### src/rtl/seq_cmp_pkg.sv
`default_nettype none
// ============================================================================
//  Module      : seq_cmp_pkg
//  Description : Shared types and the flag-derivation helper for the
//                digit-serial magnitude comparator.
//  Revision    : 1.0 - initial release
// ============================================================================
package seq_cmp_pkg;

    // Controller states; the top mirrors these as fixed-width constants.
    typedef enum logic [1:0] {
        IDLE = 2'd0,
        BUSY = 2'd1,
        DONE = 2'd2
    } cmp_state_e;

    // All eight relation flags, MSB first in the order they are listed.
    typedef struct packed {
        logic gtu;
        logic gts;
        logic ltu;
        logic lts;
        logic geu;
        logic ges;
        logic leu;
        logic les;
    } cmp_flags_t;

    // Turns the final unsigned lt/gt and the operand signs into all flags.
    // With differing signs the signed order is the reverse of the unsigned
    // one, so the signed pair is the unsigned pair XOR the sign mismatch.
    function automatic cmp_flags_t flags_from(input logic lt, input logic gt,
                                              input logic sign_a, input logic sign_b);
        cmp_flags_t f;
        logic       x;
        x     = sign_a ^ sign_b;
        f.gtu = gt;
        f.ltu = lt;
        f.geu = ~lt;
        f.leu = ~gt;
        f.gts = gt ^ x;
        f.lts = lt ^ x;
        f.ges = ~(lt ^ x);
        f.les = ~(gt ^ x);
        return f;
    endfunction

endpackage
`default_nettype wire

### src/rtl/seq_cmp_lcu_if.sv
`default_nettype none
// ============================================================================
//  Module      : seq_cmp_lcu_if
//  Description : Operand and result handshake bundle of the comparator.
//  Revision    : 1.0 - initial release
// ============================================================================
interface seq_cmp_lcu_if #(
    parameter int WIDTH = 14
) ();
    logic             in_valid;
    logic             in_ready;
    logic [WIDTH-1:0] a;
    logic [WIDTH-1:0] b;
    logic             out_valid;
    logic             out_ready;
    logic             gtu, gts, ltu, lts, geu, ges, leu, les;

    // Producer/consumer side driving operands and taking results.
    modport master (
        output in_valid, a, b, out_ready,
        input  in_ready, out_valid, gtu, gts, ltu, lts, geu, ges, leu, les
    );

    // Comparator side.
    modport slave (
        input  in_valid, a, b, out_ready,
        output in_ready, out_valid, gtu, gts, ltu, lts, geu, ges, leu, les
    );
endinterface
`default_nettype wire

### src/rtl/cmp_digit_step.sv
`default_nettype none
// ============================================================================
//  Module      : cmp_digit_step
//  Description : One stage of the LSB-first borrow-style compare chain.
//                A differing digit overrides everything below it; an equal
//                digit passes the lower-order verdict through.
//  Revision    : 1.0 - initial release
// ============================================================================
module cmp_digit_step #(
    parameter int DIGIT = 2
) (
    input  wire logic [DIGIT-1:0] da,
    input  wire logic [DIGIT-1:0] db,
    input  wire logic             lt_in,
    input  wire logic             gt_in,
    output logic                  lt_out,
    output logic                  gt_out
);

    // Higher-order digit decides when it differs, else keep running verdict.
    always_comb begin
        lt_out = lt_in;
        gt_out = gt_in;
        if (da != db) begin
            lt_out = (da < db);
            gt_out = (da > db);
        end
    end

endmodule
`default_nettype wire

### src/rtl/seq_cmp_lcu.sv
`default_nettype none
// ============================================================================
//  Module      : seq_cmp_lcu
//  Description : Digit-serial magnitude comparator. Accepts two operands,
//                walks them LSB-first DIGIT bits per cycle and returns the
//                eight unsigned/signed relation flags.
//  Revision    : 1.0 - initial release
// ============================================================================
module seq_cmp_lcu
    import seq_cmp_pkg::*;
#(
    parameter int WIDTH = 14,
    parameter int DIGIT = 2
) (
    input  wire logic     clk,
    input  wire logic     rst,
    seq_cmp_lcu_if.slave  bus
);

    localparam int              N      = WIDTH / DIGIT;
    localparam int              CW     = (N > 1) ? $clog2(N) : 1;
    localparam logic [CW-1:0]   c_LAST = CW'(N - 1);
    localparam logic [1:0]      c_IDLE = IDLE;
    localparam logic [1:0]      c_BUSY = BUSY;
    localparam logic [1:0]      c_DONE = DONE;

    if (WIDTH < 2 || DIGIT < 1 || (WIDTH % DIGIT) != 0) begin : g_param_check
        $error("seq_cmp_lcu: WIDTH must be >= 2 and an exact multiple of DIGIT");
    end

    logic [1:0]       r_state;
    logic [CW-1:0]    r_cnt;
    logic [WIDTH-1:0] r_sa;
    logic [WIDTH-1:0] r_sb;
    logic             r_sign_a;
    logic             r_sign_b;
    logic             r_lt;
    logic             r_gt;
    cmp_flags_t       r_flags;
    logic             w_lt;
    logic             w_gt;

    cmp_digit_step #(.DIGIT(DIGIT)) u_step (
        .da     (r_sa[DIGIT-1:0]),
        .db     (r_sb[DIGIT-1:0]),
        .lt_in  (r_lt),
        .gt_in  (r_gt),
        .lt_out (w_lt),
        .gt_out (w_gt)
    );

    // Controller, digit walk and result capture; flags change only on BUSY->DONE.
    always_ff @(posedge clk) begin
        if (rst) begin
            r_state  <= c_IDLE;
            r_cnt    <= '0;
            r_sa     <= '0;
            r_sb     <= '0;
            r_sign_a <= 1'b0;
            r_sign_b <= 1'b0;
            r_lt     <= 1'b0;
            r_gt     <= 1'b0;
            r_flags  <= '0;
        end else begin
            case (r_state)
                c_IDLE: begin
                    if (bus.in_valid) begin
                        r_sa     <= bus.a;
                        r_sb     <= bus.b;
                        r_sign_a <= bus.a[WIDTH-1];
                        r_sign_b <= bus.b[WIDTH-1];
                        r_lt     <= 1'b0;
                        r_gt     <= 1'b0;
                        r_cnt    <= '0;
                        r_state  <= c_BUSY;
                    end
                end
                c_BUSY: begin
                    r_lt  <= w_lt;
                    r_gt  <= w_gt;
                    r_sa  <= r_sa >> DIGIT;
                    r_sb  <= r_sb >> DIGIT;
                    r_cnt <= r_cnt + 1'b1;
                    if (r_cnt == c_LAST) begin
                        r_flags <= flags_from(w_lt, w_gt, r_sign_a, r_sign_b);
                        r_state <= c_DONE;
                    end
                end
                c_DONE: begin
                    if (bus.out_ready) begin
                        r_state <= c_IDLE;
                    end
                end
                default: r_state <= c_IDLE;
            endcase
        end
    end

    // Handshake status is a pure decode of the state (in_ready also masked by rst).
    always_comb begin
        bus.in_ready  = (r_state == c_IDLE) && !rst;
        bus.out_valid = (r_state == c_DONE);
        bus.gtu       = r_flags.gtu;
        bus.gts       = r_flags.gts;
        bus.ltu       = r_flags.ltu;
        bus.lts       = r_flags.lts;
        bus.geu       = r_flags.geu;
        bus.ges       = r_flags.ges;
        bus.leu       = r_flags.leu;
        bus.les       = r_flags.les;
    end

endmodule
`default_nettype wire
### src/flat_wrapper.sv
// flat-port wrapper written by rule: the top's interface ports become plain ports
module seq_cmp_lcu_flat import seq_cmp_pkg::*;
#(
    parameter int WIDTH = 14,
    parameter int DIGIT = 2
)
  (clk, rst, bus_in_valid, bus_a, bus_b, bus_out_ready, bus_in_ready, bus_out_valid, bus_gtu, bus_gts, bus_ltu, bus_lts, bus_geu, bus_ges, bus_leu, bus_les);
  seq_cmp_lcu_if #(.WIDTH(WIDTH)) bus_i ();
  input  wire logic clk;
  input  wire logic rst;
  input wire logic [$bits(bus_i.in_valid)-1:0] bus_in_valid;
  input wire logic [$bits(bus_i.a)-1:0] bus_a;
  input wire logic [$bits(bus_i.b)-1:0] bus_b;
  input wire logic [$bits(bus_i.out_ready)-1:0] bus_out_ready;
  output wire logic [$bits(bus_i.in_ready)-1:0] bus_in_ready;
  output wire logic [$bits(bus_i.out_valid)-1:0] bus_out_valid;
  output wire logic [$bits(bus_i.gtu)-1:0] bus_gtu;
  output wire logic [$bits(bus_i.gts)-1:0] bus_gts;
  output wire logic [$bits(bus_i.ltu)-1:0] bus_ltu;
  output wire logic [$bits(bus_i.lts)-1:0] bus_lts;
  output wire logic [$bits(bus_i.geu)-1:0] bus_geu;
  output wire logic [$bits(bus_i.ges)-1:0] bus_ges;
  output wire logic [$bits(bus_i.leu)-1:0] bus_leu;
  output wire logic [$bits(bus_i.les)-1:0] bus_les;
  assign bus_i.in_valid = bus_in_valid;
  assign bus_i.a = bus_a;
  assign bus_i.b = bus_b;
  assign bus_i.out_ready = bus_out_ready;
  assign bus_in_ready = bus_i.in_ready;
  assign bus_out_valid = bus_i.out_valid;
  assign bus_gtu = bus_i.gtu;
  assign bus_gts = bus_i.gts;
  assign bus_ltu = bus_i.ltu;
  assign bus_lts = bus_i.lts;
  assign bus_geu = bus_i.geu;
  assign bus_ges = bus_i.ges;
  assign bus_leu = bus_i.leu;
  assign bus_les = bus_i.les;
  seq_cmp_lcu #(.WIDTH(WIDTH), .DIGIT(DIGIT)) u_core (.clk(clk), .rst(rst), .bus(bus_i));
endmodule
### config.mk
export PLATFORM = sky130hd
export DESIGN_NAME = seq_cmp_lcu_flat
export DESIGN_NICKNAME = d
export VERILOG_FILES = /design/src/rtl/seq_cmp_pkg.sv /design/src/rtl/seq_cmp_lcu_if.sv /design/src/rtl/cmp_digit_step.sv /design/src/rtl/seq_cmp_lcu.sv /design/src/flat_wrapper.sv
export SDC_FILE = /design/constraint.sdc
export NUM_CORES = 1
export LEC_CHECK = 0
export ABC_AREA = 1
export BUFFER_PORTS_ARGS = -buffer_cell sky130_fd_sc_hd__buf_2
export CAP_MARGIN = 30
export CORE_MARGIN = 1
export CORE_UTILIZATION = 53
export CTS_CLUSTER_SIZE = 12
export DETAILED_ROUTE_END_ITERATION = 12
export GPL_ROUTABILITY_DRIVEN = 0
export PLACE_DENSITY = 0.82
export RECOVER_POWER = 50
export SETUP_SLACK_MARGIN = 0.05
export SYNTH_ARGS = -nofsm -noshare
export SYNTH_HDL_FRONTEND = slang
export SYNTH_SLANG_ARGS = --single-unit
export TNS_END_PERCENT = 30
### constraint.sdc
create_clock -name clk -period 1.7 [get_ports clk]
set_input_delay 0.085 -clock clk [delete_from_list [all_inputs] [get_ports clk]]
set_output_delay 0.085 -clock clk [all_outputs]
set_load 0.02 [all_outputs]
==> out/results.tsv, run 1 <==
metric	value	unit
endpoints failing setup	0	
IO buf count	41	
Core ar.	3470	µm²
Tcrit/Tclk final	87.9	%
CP max FO	33	
min Tclk post-route	1490	ps
status	complete, no violations	
DR pass1 iterations	4	
Area contributors post-synth	dfxtp_1 45%, nand2_1 15%, a21oi_1 6.8%	
number of global-route vias before repair	1556	
DRC	0	
Seq/Total Area, Yosys	45.1	%
Setup Skew	5.06	ps
Final nets	346	
synthesis-stage register bit count	45	
first-pass GRT wire length	6650	µm
die width	63.4	µm
clock root buffer	clkbuf_8	
Worst Path Required	1870	ps
Multi-input gate area	858	µm²
Max Transition Viols Final	0	
Synth Area per Inst	7.34	µm²
Hold Buf Count CTS	0	
Detailed Route WL	3960	µm
routed metal-1 wirelength	1920	µm
Post-Place Cells	349	
I/O pin count	42	
DP HPWL	2650	µm
Synth Instances	272	
Layout area overhead	12.6	%
Syn. warnings	0	
largest net degree at the start of global routing	34	
via count	1810	
slew margin rel.	74.7	%
Max Cap Viol	0	
RSZ-0062 raised after global routing	false	
Longest Clk Path Bufs	2	
Fmax	669	MHz
Post-Syn Area	2000	µm²
Placement Cell Area	2210	µm²
CTS Buf Count	5	
Layout Cells excl Fill	355	
Total GRT Usage	21.0	%
via-per-instance ratio	5.10	
Seq. cell area	901	µm²
die area	4020	µm²
Fin. Hold Viols	0	
antenna viol nets, final	0	
CP arrival	1660	ps
std cell rows	21	
Synthesized Nets	308	
metal3 WL	149	µm
Starting Density	57.6	%
DRT iter0 DRCs	79	
clock slew at reported path FFs	80	ps
Worst Setup End Kind	flip-flop	
clk sinks	45	
kind of critical path	flip-flop to flip-flop	
top layer in use	met4	
crit path launch type	flip-flop	
DR WL met2	1840	µm
WL per Instance	11.2	µm
worst IR drop on VDD	0.514	mV
Unique masters post-synth	20	
PwrDens	951	nW/µm²
worst hold slack	39.9	ps
Fill cells	330	
die height	63.4	µm
Final TNS setup	0	ps
post-layout instance area	2250	µm²
number of antenna violations at the first check in global routing	0	
Post-CTS Repair Setup Buffers	0	
worst hold path type	input port to flip-flop	
ANT cells	0	
htree depth	2	
share of layout cells above drive strength 1	15.2	%
top-area cell type share of the netlist area	45.1	%
worst-skew pair later-pin latency	290	ps
Worst-Margin Slew	379	ps
PostCTS Resize Cnt	0	
leakage	0.990	nW
total gr overflow	0	
CTS tree	yes	
largest area contributor in the netlist	dfxtp_1	
## stage by stage
| step | setup WS [ps] | power (W) | util [%] |
|---|---|---|---|
| global route | 98.3 | 0.00226 | 64.8 |
| finish | 206 | 0.00214 | 64.8 |
| detailed placement | 321 | 0.00157 | 63.6 |
| floorplan | 459 | 0.00148 | - |
| CTS | 295 | 0.00216 | 65.8 |
| global placement | 369 | 0.00156 | 63.6 |
## per-layer routing
metal	global-route usage, %	vias to the layer above
met5	0	-
met1	24.9	821
met3	5.80	6
li1	-	955
met2	35.8	28
met4	7.67	0
## cell families after synthesis
family                   Yosys count  share of synthesized area, %
AND/OR/NAND/NOR                  100                          20.9
AO/OA/AOI/OAI                     78                          20.6
buffers and inverters             45                          10.9
flip-flops                        45                          45.1
adder cells (fa/ha/maj)            4                          2.51
## final timing paths
| path | from | end | slack (ps) | depth (start not counted) |
|---|---|---|---|---|
| worst max-delay path | u_core.r_state[0] | u_core.r_sb[2] | 210 | 6 |
| worst min-delay path | bus_b[12] | u_core.r_sb[12] | 40 | 3 |
| worst max register to register | u_core.r_state[0] | u_core.r_sb[2] | 210 | 6 |
| worst min register to register | u_core.r_sa[8] | u_core.r_sa[8] | 450 | 2 |
## sequential cells by signal, indices dropped and copies added (netlist names)
name and cells:
u_core.r_gt 1, u_core.bus.ltu 1, u_core.r_state 2, u_core.r_sb 14, u_core.r_lt 1, u_core.bus.geu 1
u_core.bus.les 1, u_core.bus.ges 1, u_core.r_cnt 3, u_core.bus.leu 1, u_core.bus.lts 1, u_core.r_sign_b 1
u_core.bus.gts 1, u_core.r_sa 14, u_core.bus.gtu 1, u_core.r_sign_a 1
## power breakdown
group          switching, W  total [W]  internal, W
registers         0.0000368    0.00117      0.00113
clock network      0.000326   0.000597     0.000271
logic              0.000233   0.000370     0.000137
total              0.000596    0.00214      0.00154
## final cells by class
| cell class | instances | share of cell area (%) |
|---|---|---|
| clock buffers | 5 | 3.06 |
| well taps | 46 | 2.56 |
| clock inverters | 1 | 0.223 |
| inverters | 30 | 5.12 |
| multi-input cells | 182 | 38.2 |
| repair buffers | 46 | 10.8 |
| flip-flops and latches | 45 | 40.1 |
## placed cells by master, fill, tap and decap left out
master    count
nand2_1      83
dfxtp_1      45
buf_2        31
inv_1        27
a21oi_1      27
o21ai_0      27
a31oi_1      16
clkbuf_1     10
nand3_1       8
o21ai_1       8
nor2_1        6
clkbuf_8      5
ha_1          4
buf_4         4
inv_2         2
nand2_4       1
inv_4         1
nor2_2        1
or2_0         1
clkinv_2      1
buf_12        1
## worst max-delay path: stages (launching register included)
cell and delay [ps]:
dfxtp_1 410, inv_1 80, nand3_1 200, nand2_1 200, buf_12 210, o21ai_0 190, a31oi_1 70
## synth_stat cells
library cell and count:
inv_1 26, nand2_4 2, or2_0 1, o21ai_1 12, nor2_1 6, o21ai_0 23, a31oi_1 16, nand3_1 7
buf_6 3, dfxtp_1 45, nand2_1 82, buf_2 7, a21oi_1 27, inv_4 1, nor2_2 1, ha_1 4
inv_2 3, nand3_4 1, buf_4 4, buf_1 1
Note: power is estimated with default switching activity, not from simulation.
==> run 2, diff against run 1 <==
--- a/config.mk
+++ b/config.mk
@@ -9,11 +9,11 @@
 export BUFFER_PORTS_ARGS = -buffer_cell sky130_fd_sc_hd__buf_2
 export CAP_MARGIN = 30
 export CORE_MARGIN = 1
-export CORE_UTILIZATION = 53
+export CORE_UTILIZATION = 57
 export CTS_CLUSTER_SIZE = 12
 export DETAILED_ROUTE_END_ITERATION = 12
 export GPL_ROUTABILITY_DRIVEN = 0
-export PLACE_DENSITY = 0.82
+export PLACE_DENSITY = 0.87
 export RECOVER_POWER = 50
 export SETUP_SLACK_MARGIN = 0.05
 export SYNTH_ARGS = -nofsm -noshare
==> constraint.sdc (replaced) <==
create_clock -name clk -period 1.86 [get_ports clk]
set_input_delay 0.093 -clock clk [delete_from_list [all_inputs] [get_ports clk]]
set_output_delay 0.093 -clock clk [all_outputs]
set_load 0.02 [all_outputs]
==> run 2 against run 1 <==
Net effect: maximum frequency is 5.3% lower; first-iteration DRC count is 58% higher; final area is 5.9% higher; power is 12% lower; largest power group unchanged.
==> out/results.tsv, run 2 (synthesis gave the netlist of run 1 again) <==
metric	value	unit	change
status	complete, no violations		
R2R Path Start	u_core.r_state[1]		
Layout area overhead	19.2	%	
Switching Share	30.0	%	+2.1 points
worst hold path type	input port to flip-flop		
overall power	0.00189	W	-12%
Max Cap Viol	0		unchanged
Fmax	634	MHz	-5.3%
Max Transition Viols Final	0		unchanged
Multi-input gate area	878	µm²	+2.3%
Seq. cell area	901	µm²	unchanged
kind of critical path	flip-flop to flip-flop		
die height	61.2	µm	-3.5%
PwrDens	793	nW/µm²	-17%
ANT cells	0		unchanged
DR pass1 iterations	4		unchanged
Post-CTS Repair Setup Buffers	0		unchanged
worst reg2reg path depth	5		-1
CTS Buf Count	5		unchanged
die area	3740	µm²	-6.8%
Tcrit/Tclk final	84.8	%	-3.1 points
htree depth	2		unchanged
Setup Skew	4.04	ps	-1.03 ps
CP arrival	1860	ps	+200 ps
clk sinks	45		unchanged
post-layout instance area	2380	µm²	+5.9%
Detailed Route WL	4550	µm	+15%
Placement Cell Area	2170	µm²	-1.6%
crit path launch type	flip-flop		
Hold Buf Count CTS	16		+16
commonest non-fill, non-tap cell in the layout	nand2_1		
endpoints failing setup	0		unchanged
first-pass GRT wire length	6850	µm	+3.0%
Worst Setup End Kind	flip-flop		
clock root buffer	clkbuf_4		
Worst setup endpoint	u_core.r_sa[1]		
DRT iter0 DRCs	125		+58%
clock power share	23.8	%	-4.1 points
largest net degree at the start of global routing	35		+2.9%
Final nets	360		+4.0%
std cell rows	21		unchanged
via count	1943		+7.3%
antenna viol nets, final	0		unchanged
Total GRT Usage	25.4	%	+4.4 points
Starting Density	59.8	%	+2.3 points
leakage	1.04	nW	+5.3%
slew margin rel.	56.3	%	-18 points
WL per Instance	12.3	µm	+9.9%
IO buf count	41		unchanged
Core ar.	3340	µm²	-3.8%
commonest cells after routing, fill and taps aside	82 x nand2_1, 45 x dfxtp_1, 31 x buf_2		
r2r setup slk	280	ps	+80 ps
die width	61.2	µm	-3.5%
number of global-route vias before repair	1678		+7.8%
worst-skew pair later-pin latency	360	ps	+70 ps
I/O pin count	42		unchanged
DP HPWL	2790	µm	+5.3%
Sw Pwr	0.000566	W	-5.0%
share of layout cells above drive strength 1	14.2	%	-1.1 points
via-per-instance ratio	5.24		+2.7%
PostCTS Resize Cnt	0		unchanged
Worst-Margin Slew	654	ps	+275 ps
total internal power	0.00132	W	-14%
worst IR drop on VDD	0.529	mV	+3.0%
clock slew at reported path FFs	120	ps	+40 ps
RR Endpoint	u_core.r_sa[1]		
CP max FO	22		-33%
Flop pwr share	56.9	%	+2.1 points
number of antenna violations at the first check in global routing	0		unchanged
CTS tree	yes		
Fin. Hold Viols	0		unchanged
Longest Clk Path Bufs	2		unchanged
min Tclk post-route	1580	ps	+83.2 ps
combinational power share	19.2	%	+1.9 points
DRC	0		unchanged
Final TNS setup	0	ps	unchanged
RSZ-0062 raised after global routing	false		
crit path from	u_core.r_state[1]		
largest registers	u_core.r_sa (14), u_core.r_sb (14), u_core.r_cnt (3)		
worst hold slack	23.2	ps	-16.7 ps
Worst Path Required	2150	ps	+280 ps
Fill cells	301		-8.8%
total gr overflow	0		unchanged
run 2: metal layers:
layer | wire length [µm] | up-vias | share of wire [%] | track usage (%)
met5 | 0 | - | 0 | 0
met4 | 81 | 0 | 1.8 | 9.74
met1 | 1970 | 894 | 43 | 27.5
met2 | 2280 | 53 | 50 | 46.4
met3 | 227 | 8 | 5.0 | 7.35
li1 | - | 988 | - | -
run 2: power groups by stage:
stage               Combinational, W  Clock (W)  Sequential (W)
detailed placement          0.000329          0         0.00109
global placement            0.000321          0         0.00109
global route                0.000419   0.000494         0.00108
CTS                         0.000357   0.000458         0.00107
floorplan                   0.000268          0         0.00108
finish                      0.000363   0.000450         0.00108
run 2: worst min-delay path by stage:
| stage | from | to | slack (ps) | depth (start not counted) |
|---|---|---|---|---|
| detailed placement | bus_b[12] | u_core.r_sb[12] | 360 | 3 |
| finish | bus_a[1] | u_core.r_sa[1] | 20 | 3 |
| global route | bus_a[13] | u_core.r_sa[13] | 20 | 3 |
| CTS | bus_a[11] | u_core.r_sa[11] | 4 | 3 |
| global placement | bus_b[12] | u_core.r_sb[12] | 360 | 3 |
| floorplan | bus_a[12] | u_core.r_sa[12] | 240 | 2 |
run 2: cell type report:
cell class / instances / area share (%)
Sequential cell: 45 / 37.8
Multi-Input combinational cell: 182 / 36.9
Timing Repair Buffer: 60 / 15.9
Inverter: 30 / 4.83
Tap cell: 46 / 2.42
Clock buffer: 6 / 1.73
Clock inverter: 2 / 0.420
run 2: per-stage QoR:
| stage | util (%) | setup WS [ps] | std cells |
|---|---|---|---|
| 2_1_floorplan | - | 619 | 272 |
| 3_3_place_gp | 65.1 | 476 | 346 |
| 4_1_cts | 71.4 | 410 | 370 |
| 6_report | 71.4 | 283 | 371 |
| 3_5_place_dp | 65.1 | 417 | 346 |
| 5_1_grt | 71.4 | 143 | 371 |
run 2: worst max-delay path: stages (launching register included):
cell and delay [ps]:
dfxtp_1 330, inv_2 110, nand2_4 170, inv_1 540, nand2_1 120, a31oi_1 230
==> run 3, diff against run 2 <==
--- a/config.mk
+++ b/config.mk
@@ -9,11 +9,11 @@
 export BUFFER_PORTS_ARGS = -buffer_cell sky130_fd_sc_hd__buf_2
 export CAP_MARGIN = 30
 export CORE_MARGIN = 1
-export CORE_UTILIZATION = 57
+export CORE_UTILIZATION = 53
 export CTS_CLUSTER_SIZE = 12
 export DETAILED_ROUTE_END_ITERATION = 12
 export GPL_ROUTABILITY_DRIVEN = 0
-export PLACE_DENSITY = 0.87
+export PLACE_DENSITY = 0.82
 export RECOVER_POWER = 50
 export SETUP_SLACK_MARGIN = 0.05
 export SYNTH_ARGS = -nofsm -noshare
==> constraint.sdc (replaced) <==
create_clock -name clk -period 1.6 [get_ports clk]
set_input_delay 0.08 -clock clk [delete_from_list [all_inputs] [get_ports clk]]
set_output_delay 0.08 -clock clk [all_outputs]
set_load 0.02 [all_outputs]
==> run 3 against run 2 <==
Net effect: via count fell by 7.4%; sequential cell count is the same; power rose by 33%; non-clock buffer count shrank 13; register-to-register slack worse by 90 ps; cell count decreased by 3.5%; critical path depth grew 3; sequential share of layout area grew 1.2 points; global-route usage down 4.1 points; sequential power is 16% higher; hold slack better by 21 ps.
==> out/results.tsv, run 3 (synthesis gave the netlist of run 1 again) <==
metric	value	unit	change
r2r setup slk	190	ps	-90 ps
Layout Cells excl Fill	358		-3.5%
DRC	0		unchanged
Max Transition Viols Final	0		unchanged
Setup Skew	6.82	ps	+2.79 ps
CP arrival	1590	ps	-270 ps
PwrDens	1090	nW/µm²	+37%
number of global-route vias before repair	1548		-7.7%
Worst Path Required	1780	ps	-370 ps
Tcrit/Tclk final	87.9	%	+3.1 points
CP max FO	4		-82%
worst hold path type	input port to flip-flop		
largest net degree at the start of global routing	24		-31%
via-per-instance ratio	5.03		-4.0%
DP HPWL	2770	µm	-0.71%
slew margin rel.	76.8	%	+20 points
DR pass1 iterations	4		unchanged
kind of critical path	flip-flop to flip-flop		
antenna viol nets, final	0		unchanged
endpoints failing setup	0		unchanged
share of layout cells above drive strength 1	17.0	%	+2.8 points
IO buf count	41		unchanged
number of antenna violations at the first check in global routing	0		unchanged
first-pass GRT wire length	6650	µm	-2.9%
min Tclk post-route	1410	ps	-170 ps
overall power	0.00250	W	+33%
commonest cells after routing, fill and taps aside	81 x nand2_1, 45 x dfxtp_1, 31 x buf_2		
RSZ-0062 raised after global routing	false		
via count	1799		-7.4%
total gr overflow	0		unchanged
Starting Density	57.6	%	-2.3 points
WL per Instance	10.9	µm	-11%
Fin. Hold Viols	0		unchanged
commonest non-fill, non-tap cell in the layout	nand2_1		
Post-Place Cells	350		+1.2%
status	complete, no violations		
leakage	1.01	nW	-2.6%
die width	63.4	µm	+3.6%
Fmax	711	MHz	+12%
I/O pin count	42		unchanged
largest registers	u_core.r_sa (14), u_core.r_sb (14), u_core.r_cnt (3)		
CTS Buf Count	5		unchanged
clock root buffer	clkbuf_8		
Core ar.	3470	µm²	+3.9%
crit path launch type	flip-flop		
die height	63.4	µm	+3.6%
Hold Buf Count CTS	0		-16
Detailed Route WL	3900	µm	-14%
worst hold slack	44.6	ps	+21.3 ps
Worst-Margin Slew	348	ps	-307 ps
Total GRT Usage	21.2	%	-4.1 points
htree depth	2		unchanged
Longest Clk Path Bufs	2		unchanged
std cell rows	21		unchanged
ANT cells	0		unchanged
clock slew at reported path FFs	80	ps	-40 ps
Final TNS setup	0	ps	unchanged
DRT iter0 DRCs	104		-17%
worst IR drop on VDD	0.657	mV	+24%
Worst Setup End Kind	flip-flop		
CTS tree	yes		
Layout area overhead	15.5	%	
post-layout util	66.5	%	-4.9 points
clk sinks	45		unchanged
Max Cap Viol	0		unchanged
die area	4020	µm²	+7.3%
Fill cells	305		+1.3%
Final nets	347		-3.6%
worst-skew pair later-pin latency	290	ps	-70 ps
[run 3: cell count changes in the layout (fill, tap and decap cells not counted), sizes merged]
cell / change
clkbuf: +1
dlygate4sd3: -17
buf: +4
clkinv: -2
bufinv: +1
[run 3: final timing paths]
| check | startpoint | end | depth (start not counted) |
|---|---|---|---|
| worst max register to register | u_core.r_sb[1] | u_core.bus.lts | 8 |
| worst min-delay path | bus_b[11] | u_core.r_sb[11] | 3 |
| worst min register to register | u_core.r_sa[3] | u_core.r_sa[3] | 2 |
| worst max-delay path | u_core.r_sb[1] | u_core.bus.lts | 8 |
[run 3: area by class of cell]
class,instances,area [µm²],area share [%]
Inverter,30,113,4.88
Clock buffer,7,86.3,3.74
Sequential cell,45,901,39.1
Multi-Input combinational cell,182,881,38.2
Tap cell,46,57.6,2.50
Clock inverter,1,30.0,1.30
Timing Repair Buffer,47,238,10.3
[run 3: power breakdown]
part / switching (W) / internal, W
Sequential: 0.0000419 / 0.00120
Clock: 0.000353 / 0.000509
Combinational: 0.000251 / 0.000143
[run 3: critical path, stage by stage (launching register included)]
cell and delay [ps]:
dfxtp_1 330, inv_1 40, ha_1 300, nand2_1 80, nand3_1 170, nand2_2 150
nand2_1 80, nand3_1 90, a21oi_1 70
[run 3: per-stage QoR]
step                area (µm²)  setup slack (ps)
finish                    2310               194
global route              2310              47.4
CTS                       2320               172
detailed placement        2200               204
global placement          2200               228
floorplan                 2000               359
[run 3: routing by layer]
layer  wire length (µm)  GRT usage, %  part of all wire (%)  vias up
met5                  0             0                     0        -
met4                 45          9.09                   1.2        0
met3                175          7.61                   4.5        4
met2               1810          31.9                    46       38
met1               1860          27.2                    48      794
li1                   -             -                     -      963
[run 3: repair_timing]
action / in CTS / in global routing
setup buffers: 0 / 0
endpoints found under the setup margin: 0 / 2
resized for setup: 0 / 1
